**config.mk**
```make
export PLATFORM = sky130hd
export DESIGN_NAME = mem_dma_master
export DESIGN_NICKNAME = d
export VERILOG_FILES = /design/src/rtl/mem_dma_master.sv
export SDC_FILE = /design/constraint.sdc
export NUM_CORES = 1
export LEC_CHECK = 0
export ABC_AREA = 1
export CORE_MARGIN = 1
export CORE_UTILIZATION = 50
export CTS_CLUSTER_SIZE = 28
export DETAILED_ROUTE_END_ITERATION = 8
export GPL_ROUTABILITY_DRIVEN = 0
export PLACE_DENSITY = 0.76
export SLEW_MARGIN = 20
export SYNTH_ARGS = -nofsm -noshare
export SYNTH_HDL_FRONTEND = slang
export SYNTH_SLANG_ARGS = --single-unit
```
**constraint.sdc**
```tcl
create_clock -name CLK -period 3.2 [get_ports CLK]
set_input_delay 0.64 -clock CLK [delete_from_list [all_inputs] [get_ports CLK]]
set_output_delay 0.64 -clock CLK [all_outputs]
set_load 0.01 [all_outputs]
```
**src/rtl/mem_dma_master.sv**
```systemverilog
`default_nettype none
// ============================================================================
// Module   : mem_dma_master
// Purpose  : RAM bus initiator performing ascending block copy or byte fill.
// Revision : 1.0 - initial release
// ============================================================================
module mem_dma_master #(
    parameter int ADDR_W = 16,
    parameter int DATA_W = 8
) (
    input  logic              CLK,
    input  logic              RST,
    input  logic              Start,
    input  logic              Mode,
    input  logic [ADDR_W-1:0] SrcAddr,
    input  logic [ADDR_W-1:0] DstAddr,
    input  logic [ADDR_W-1:0] Length,
    input  logic [DATA_W-1:0] FillValue,
    output logic              Busy,
    output logic              Done,
    output logic [ADDR_W-1:0] MemAddress,
    output logic              MemWE,
    output logic [DATA_W-1:0] MemWData,
    input  logic [DATA_W-1:0] MemRData
);

    typedef enum logic [2:0] {
        S_IDLE = 3'd0,
        S_RD   = 3'd1,
        S_LAT  = 3'd2,
        S_WR   = 3'd3,
        S_FIN  = 3'd4
    } state_t;

    localparam logic [ADDR_W-1:0] c_ADDR_ZERO = '0;
    localparam logic [ADDR_W-1:0] c_ADDR_ONE  = {{(ADDR_W-1){1'b0}}, 1'b1};

    state_t              r_state, w_state_nxt;
    logic [ADDR_W-1:0]   r_src, w_src_nxt;
    logic [ADDR_W-1:0]   r_dst, w_dst_nxt;
    logic [ADDR_W-1:0]   r_count, w_count_nxt;
    logic                r_mode, w_mode_nxt;
    logic [DATA_W-1:0]   r_fill, w_fill_nxt;
    logic                w_busy_nxt;
    logic                w_done_nxt;
    logic [ADDR_W-1:0]   w_addr_nxt;
    logic                w_we_nxt;
    logic [DATA_W-1:0]   w_wdata_nxt;

    // Outputs are registered from next-state values, so each state's bus
    // signals are already on the port during the cycle that state occupies.
    always_ff @(posedge CLK or posedge RST) begin
        if (RST) begin
            r_state    <= S_IDLE;
            r_src      <= '0;
            r_dst      <= '0;
            r_count    <= '0;
            r_mode     <= 1'b0;
            r_fill     <= '0;
            Busy       <= 1'b0;
            Done       <= 1'b0;
            MemAddress <= '0;
            MemWE      <= 1'b0;
            MemWData   <= '0;
        end else begin
            r_state    <= w_state_nxt;
            r_src      <= w_src_nxt;
            r_dst      <= w_dst_nxt;
            r_count    <= w_count_nxt;
            r_mode     <= w_mode_nxt;
            r_fill     <= w_fill_nxt;
            Busy       <= w_busy_nxt;
            Done       <= w_done_nxt;
            MemAddress <= w_addr_nxt;
            MemWE      <= w_we_nxt;
            MemWData   <= w_wdata_nxt;
        end
    end

    always_comb begin
        w_state_nxt = r_state;
        w_src_nxt   = r_src;
        w_dst_nxt   = r_dst;
        w_count_nxt = r_count;
        w_mode_nxt  = r_mode;
        w_fill_nxt  = r_fill;
        w_busy_nxt  = 1'b0;
        w_done_nxt  = 1'b0;
        w_addr_nxt  = MemAddress;
        w_we_nxt    = 1'b0;
        w_wdata_nxt = MemWData;

        case (r_state)
            S_IDLE: begin
                if (Start) begin
                    if (Length != c_ADDR_ZERO) begin
                        w_src_nxt   = SrcAddr;
                        w_dst_nxt   = DstAddr;
                        w_count_nxt = Length;
                        w_mode_nxt  = Mode;
                        w_fill_nxt  = FillValue;
                        w_busy_nxt  = 1'b1;
                        if (Mode) begin
                            w_state_nxt = S_WR;
                            w_addr_nxt  = DstAddr;
                            w_we_nxt    = 1'b1;
                            w_wdata_nxt = FillValue;
                        end else begin
                            w_state_nxt = S_RD;
                            w_addr_nxt  = SrcAddr;
                        end
                    end else begin
                        w_state_nxt = S_FIN;
                        w_done_nxt  = 1'b1;
                    end
                end
            end

            S_RD: begin
                w_state_nxt = S_LAT;
                w_busy_nxt  = 1'b1;
            end

            // MemWData doubles as the copy data latch: read data lands
            // directly in the register that drives the following write.
            S_LAT: begin
                w_state_nxt = S_WR;
                w_busy_nxt  = 1'b1;
                w_addr_nxt  = r_dst;
                w_we_nxt    = 1'b1;
                w_wdata_nxt = MemRData;
            end

            S_WR: begin
                w_src_nxt   = r_src + c_ADDR_ONE;
                w_dst_nxt   = r_dst + c_ADDR_ONE;
                w_count_nxt = r_count - c_ADDR_ONE;
                if (r_count == c_ADDR_ONE) begin
                    w_state_nxt = S_FIN;
                    w_done_nxt  = 1'b1;
                end else if (r_mode) begin
                    w_state_nxt = S_WR;
                    w_busy_nxt  = 1'b1;
                    w_addr_nxt  = r_dst + c_ADDR_ONE;
                    w_we_nxt    = 1'b1;
                    w_wdata_nxt = r_fill;
                end else begin
                    w_state_nxt = S_RD;
                    w_busy_nxt  = 1'b1;
                    w_addr_nxt  = r_src + c_ADDR_ONE;
                end
            end

            S_FIN: begin
                w_state_nxt = S_IDLE;
            end

            default: begin
                w_state_nxt = S_IDLE;
            end
        endcase
    end

endmodule
`default_nettype wire

```
==> summary.md <==
| Metric | Value |
|---|---|
| Hpwl dp | 11800 µm |
| N_diodes | 0 |
| Crit Reg-Reg Startpoint | r_state[2] |
| Most numerous cell in the Yosys netlist | nand2_1 |
| Largest cells by area after synthesis | dfrtp_1 38%, nand2_1 18%, nor2_1 7.3%, o21ai_0 6.9%, inv_1 6.2% |
| Netlist cell types | 36 |
| Synth area leader | dfrtp_1 |
| CTS sink cnt | 87 |
| I/O Pins | 95 |
| Drt initial violations | between 400 and 500 |
| Min Hold Slack | 482 ps |
| Worst Setup SP | r_state[2] |
| Post-DRT Antenna Nets | 0 |
| Post-synth EDFFs | 0 |
| Critical Path Fanout Max | 26 |
| Setup TNS | 0 ps |
| Port bufs | between 90 and 100 |
| Grt ovf | 0 |
| P_leak | 3.39 nW |
| Max Cap Viol | 0 |
| Final worst path period share | 74.2% |
| Clk pwr share | roughly 16% |
| Rel. slew slack | between 40% and 50% |
| Die width | roughly 110 µm |
| Number of global-route vias before repair | around 5600 |
| Internal power | about 0.0036 W |
| Hold buffer count at cts | 0 |
| Setup Buffers After CTS | 0 |
| Number of buffers created by CTS | 9 |
| Die area | 11800 µm² |
| Critical Path AT | 2670 ps |
| Critical path class | flop to flop |
| Seq pwr share | between 30% and 40% |
| Fill count | between 1000 and 1500 |
| Post-DR wirelength/cell | about 15 µm |
| Initial antenna violation count | 0 |
| CTS max path bufs | 2 |
| Number of hold violations in the final report | 0 |
| Skew-Pair Late Insertion Delay | about 360 ps |
| Via/cell ratio | about 5.4 |
| Commonest cells in the synthesized netlist | 276 x nand2_1, 110 x nor2_1, 94 x inv_1, 87 x dfrtp_1, 78 x o21ai_0 |
| Sw Pwr | between 0.003 and 0.004 W |
| Netlist Area Pre-Place | 5660 µm² |
| R2r endpoint | MemAddress[1] |
| Vias after detailed routing | slightly below 6000 |
| Setup-failing EPs final | 0 |
| CTS tree | yes |
| Register area | 2180 µm² |
| First-pass GRT wire length | about 27000 µm |
| Share of cells above drive strength 1 | around 5.1% |
| Highest clock rate | between 400 and 500 MHz |
| Status | complete, no violations |
| Min-Delay Path Depth | 2 |
| Final worst slack | approximately 830 ps |
| Yosys warnings | 0 |
| Clk slew on worst S/H paths | approximately 70 ps |
| Net Count, Synth | 930 |
| Initial Util | 51.8% |
| Least-Margin Pin Slew | roughly 760 ps |
| Fin. max-slew vios | 0 |
| CTS root buf | clkbuf_16 |
| Critical Path Source Type | flop |
| Hold Path Origin | MemAddress[9] |
| Core Area | between 10000 and 15000 µm² |
| Crit. End Element | flop |
| Die H | 108 µm |
| Synth async-reset ratio | between 90% and 100% |
| Gate Count Post-Synth | between 800 and 900 |
| Syn Area/Cell | ~6.6 µm² |
| Post_cts resized | 0 |
| Final nets | approximately 1000 |
| Area growth from synthesis to layout | 24.6% |
| Hold endpoint | MemAddress[9] |
| R2r worst-path depth | 8 |
| Final wirelength | between 15000 and 20000 µm |
| DR DRC count | 0 |
| CP Data Required Time | between 3000 and 4000 ps |
| RSZ-0062 raised after global routing | false |
| Dpl ws | 531 ps |
| Worst min-delay path category | flop to flop |
| GR Util All Layers | 30.1% |
| Combinational Power Share | between 50 and 60% |
| Sw frac | a little under half |
| H-tree lvl count | 3 |
| Primary FF master, synth | dfrtp_1 |
| R2R Setup Slk | slightly above 800 ps |
| Min Tclk post-route | between 2000 and 2500 ps |
| Post-synthesis register bit count | 87 |
| Max Clock Skew | 11.0 ps |
| Power per cell area | ~980 nW/µm² |
| First-pass DRT Iterations | 5 |
| Rows | 38 |
| Peak supply drop | approximately 0.65 mV |
| Share of the synthesized area in the top cell type | 38.5% |
| Register area share after synthesis | between 30% and 40% |
| Multi-input logic area | ~3000 µm² |
| Largest net degree at the start of global routing | 44 |
## kinds of logic (layout without fill, tap and decap cells)
kind of cell	count (synthesis)	in the layout	share of synthesized area (%)
flip-flops	87	87	38.5
AND/OR/NAND/NOR	461	461	33.4
AO/OA/AOI/OAI	152	152	14.9
XOR/XNOR	17	17	2.63
adder cells (fa/ha/maj)	6	6	1.33
buffers and inverters	133	225	9.33
## metal layers
metal | global-route usage [%] | routed length [µm] | up-vias
li1 | - | - | 2912
met1 | 36.6 | 6740 | 2656
met2 | 49.5 | 7920 | 271
met3 | 5.00 | 1070 | 60
met4 | 19.0 | 867 | 0
met5 | 0 | 0 | -
## through the flow
step                      cells  power [W]  utilization [%]  cell area (µm²)
after floorplan             856    0.00458                -             5660
after global placement     1072    0.00571             61.7             6750
after detailed placement   1072    0.00578             61.7             6750
after CTS                  1088    0.00690             64.5             7050
after global routing       1088    0.00754             64.5             7050
final                      1088    0.00692             64.5             7050
## power by group through the flow
stage          Clock, W  Sequential [W]  Combinational [W]
2_1_floorplan         0         0.00209            0.00249
5_1_grt         0.00115         0.00220            0.00419
3_5_place_dp          0         0.00214            0.00364
6_report        0.00109         0.00214            0.00369
4_1_cts         0.00110         0.00213            0.00367
3_3_place_gp          0         0.00214            0.00357
## worst max path at each step
stage | end | slack, ps | depth (start not counted)
finish | MemAddress[1] | 830 | 8
global route | r_dst[13] | 620 | 10
CTS | MemAddress[1] | 880 | 8
detailed placement | r_count[11] | 530 | 11
global placement | r_count[11] | 600 | 11
floorplan | Busy | 310 | 1
## placed cells by master (no fill, tap or decap), types with 2 or more instances in the layout
master	n
nand2_1	276
nor2_1	110
clkdlybuf4s50_1	94
inv_1	93
dfrtp_1	87
o21ai_0	78
nand3_1	48
a21oi_1	24
o22ai_1	16
o211ai_1	15
xor2_1	14
buf_4	12
o21ai_1	10
clkbuf_16	9
nand4_1	8
inv_2	6
ha_1	6
a22oi_1	5
nor3_1	5
or2_2	4
xnor2_1	3
nor2_2	2
nand3b_1	2
clkinvlp_4	2
inv_6	2
clkinv_4	2
## state kept, by name (all words and copies together), names as in the netlist, 3 cells and up
register	cells
MemAddress	16
r_count	16
r_dst	16
r_src	16
MemWData	8
r_fill	8
r_state	3
## final cells by class
| type | instances | area share, % |
|---|---|---|
| multi-input combinational | 636 | 41.9 |
| clock inverter | 7 | 1.14 |
| sequential | 87 | 30.9 |
| inverter | 102 | 5.48 |
| tap | 140 | 2.48 |
| timing repair buffer | 107 | 14.9 |
| clock buffer | 9 | 3.19 |
## worst max-delay path: stages (launching register included)
cell      delay (ps)
dfrtp_1          450
nor2_4           170
buf_4            330
nand2_1          430
inv_1            500
a22oi_1          160
o211ai_1         140
nand2_1           80
nand2_1           60
No activity file was read; power rests on OpenSTA's default activity.
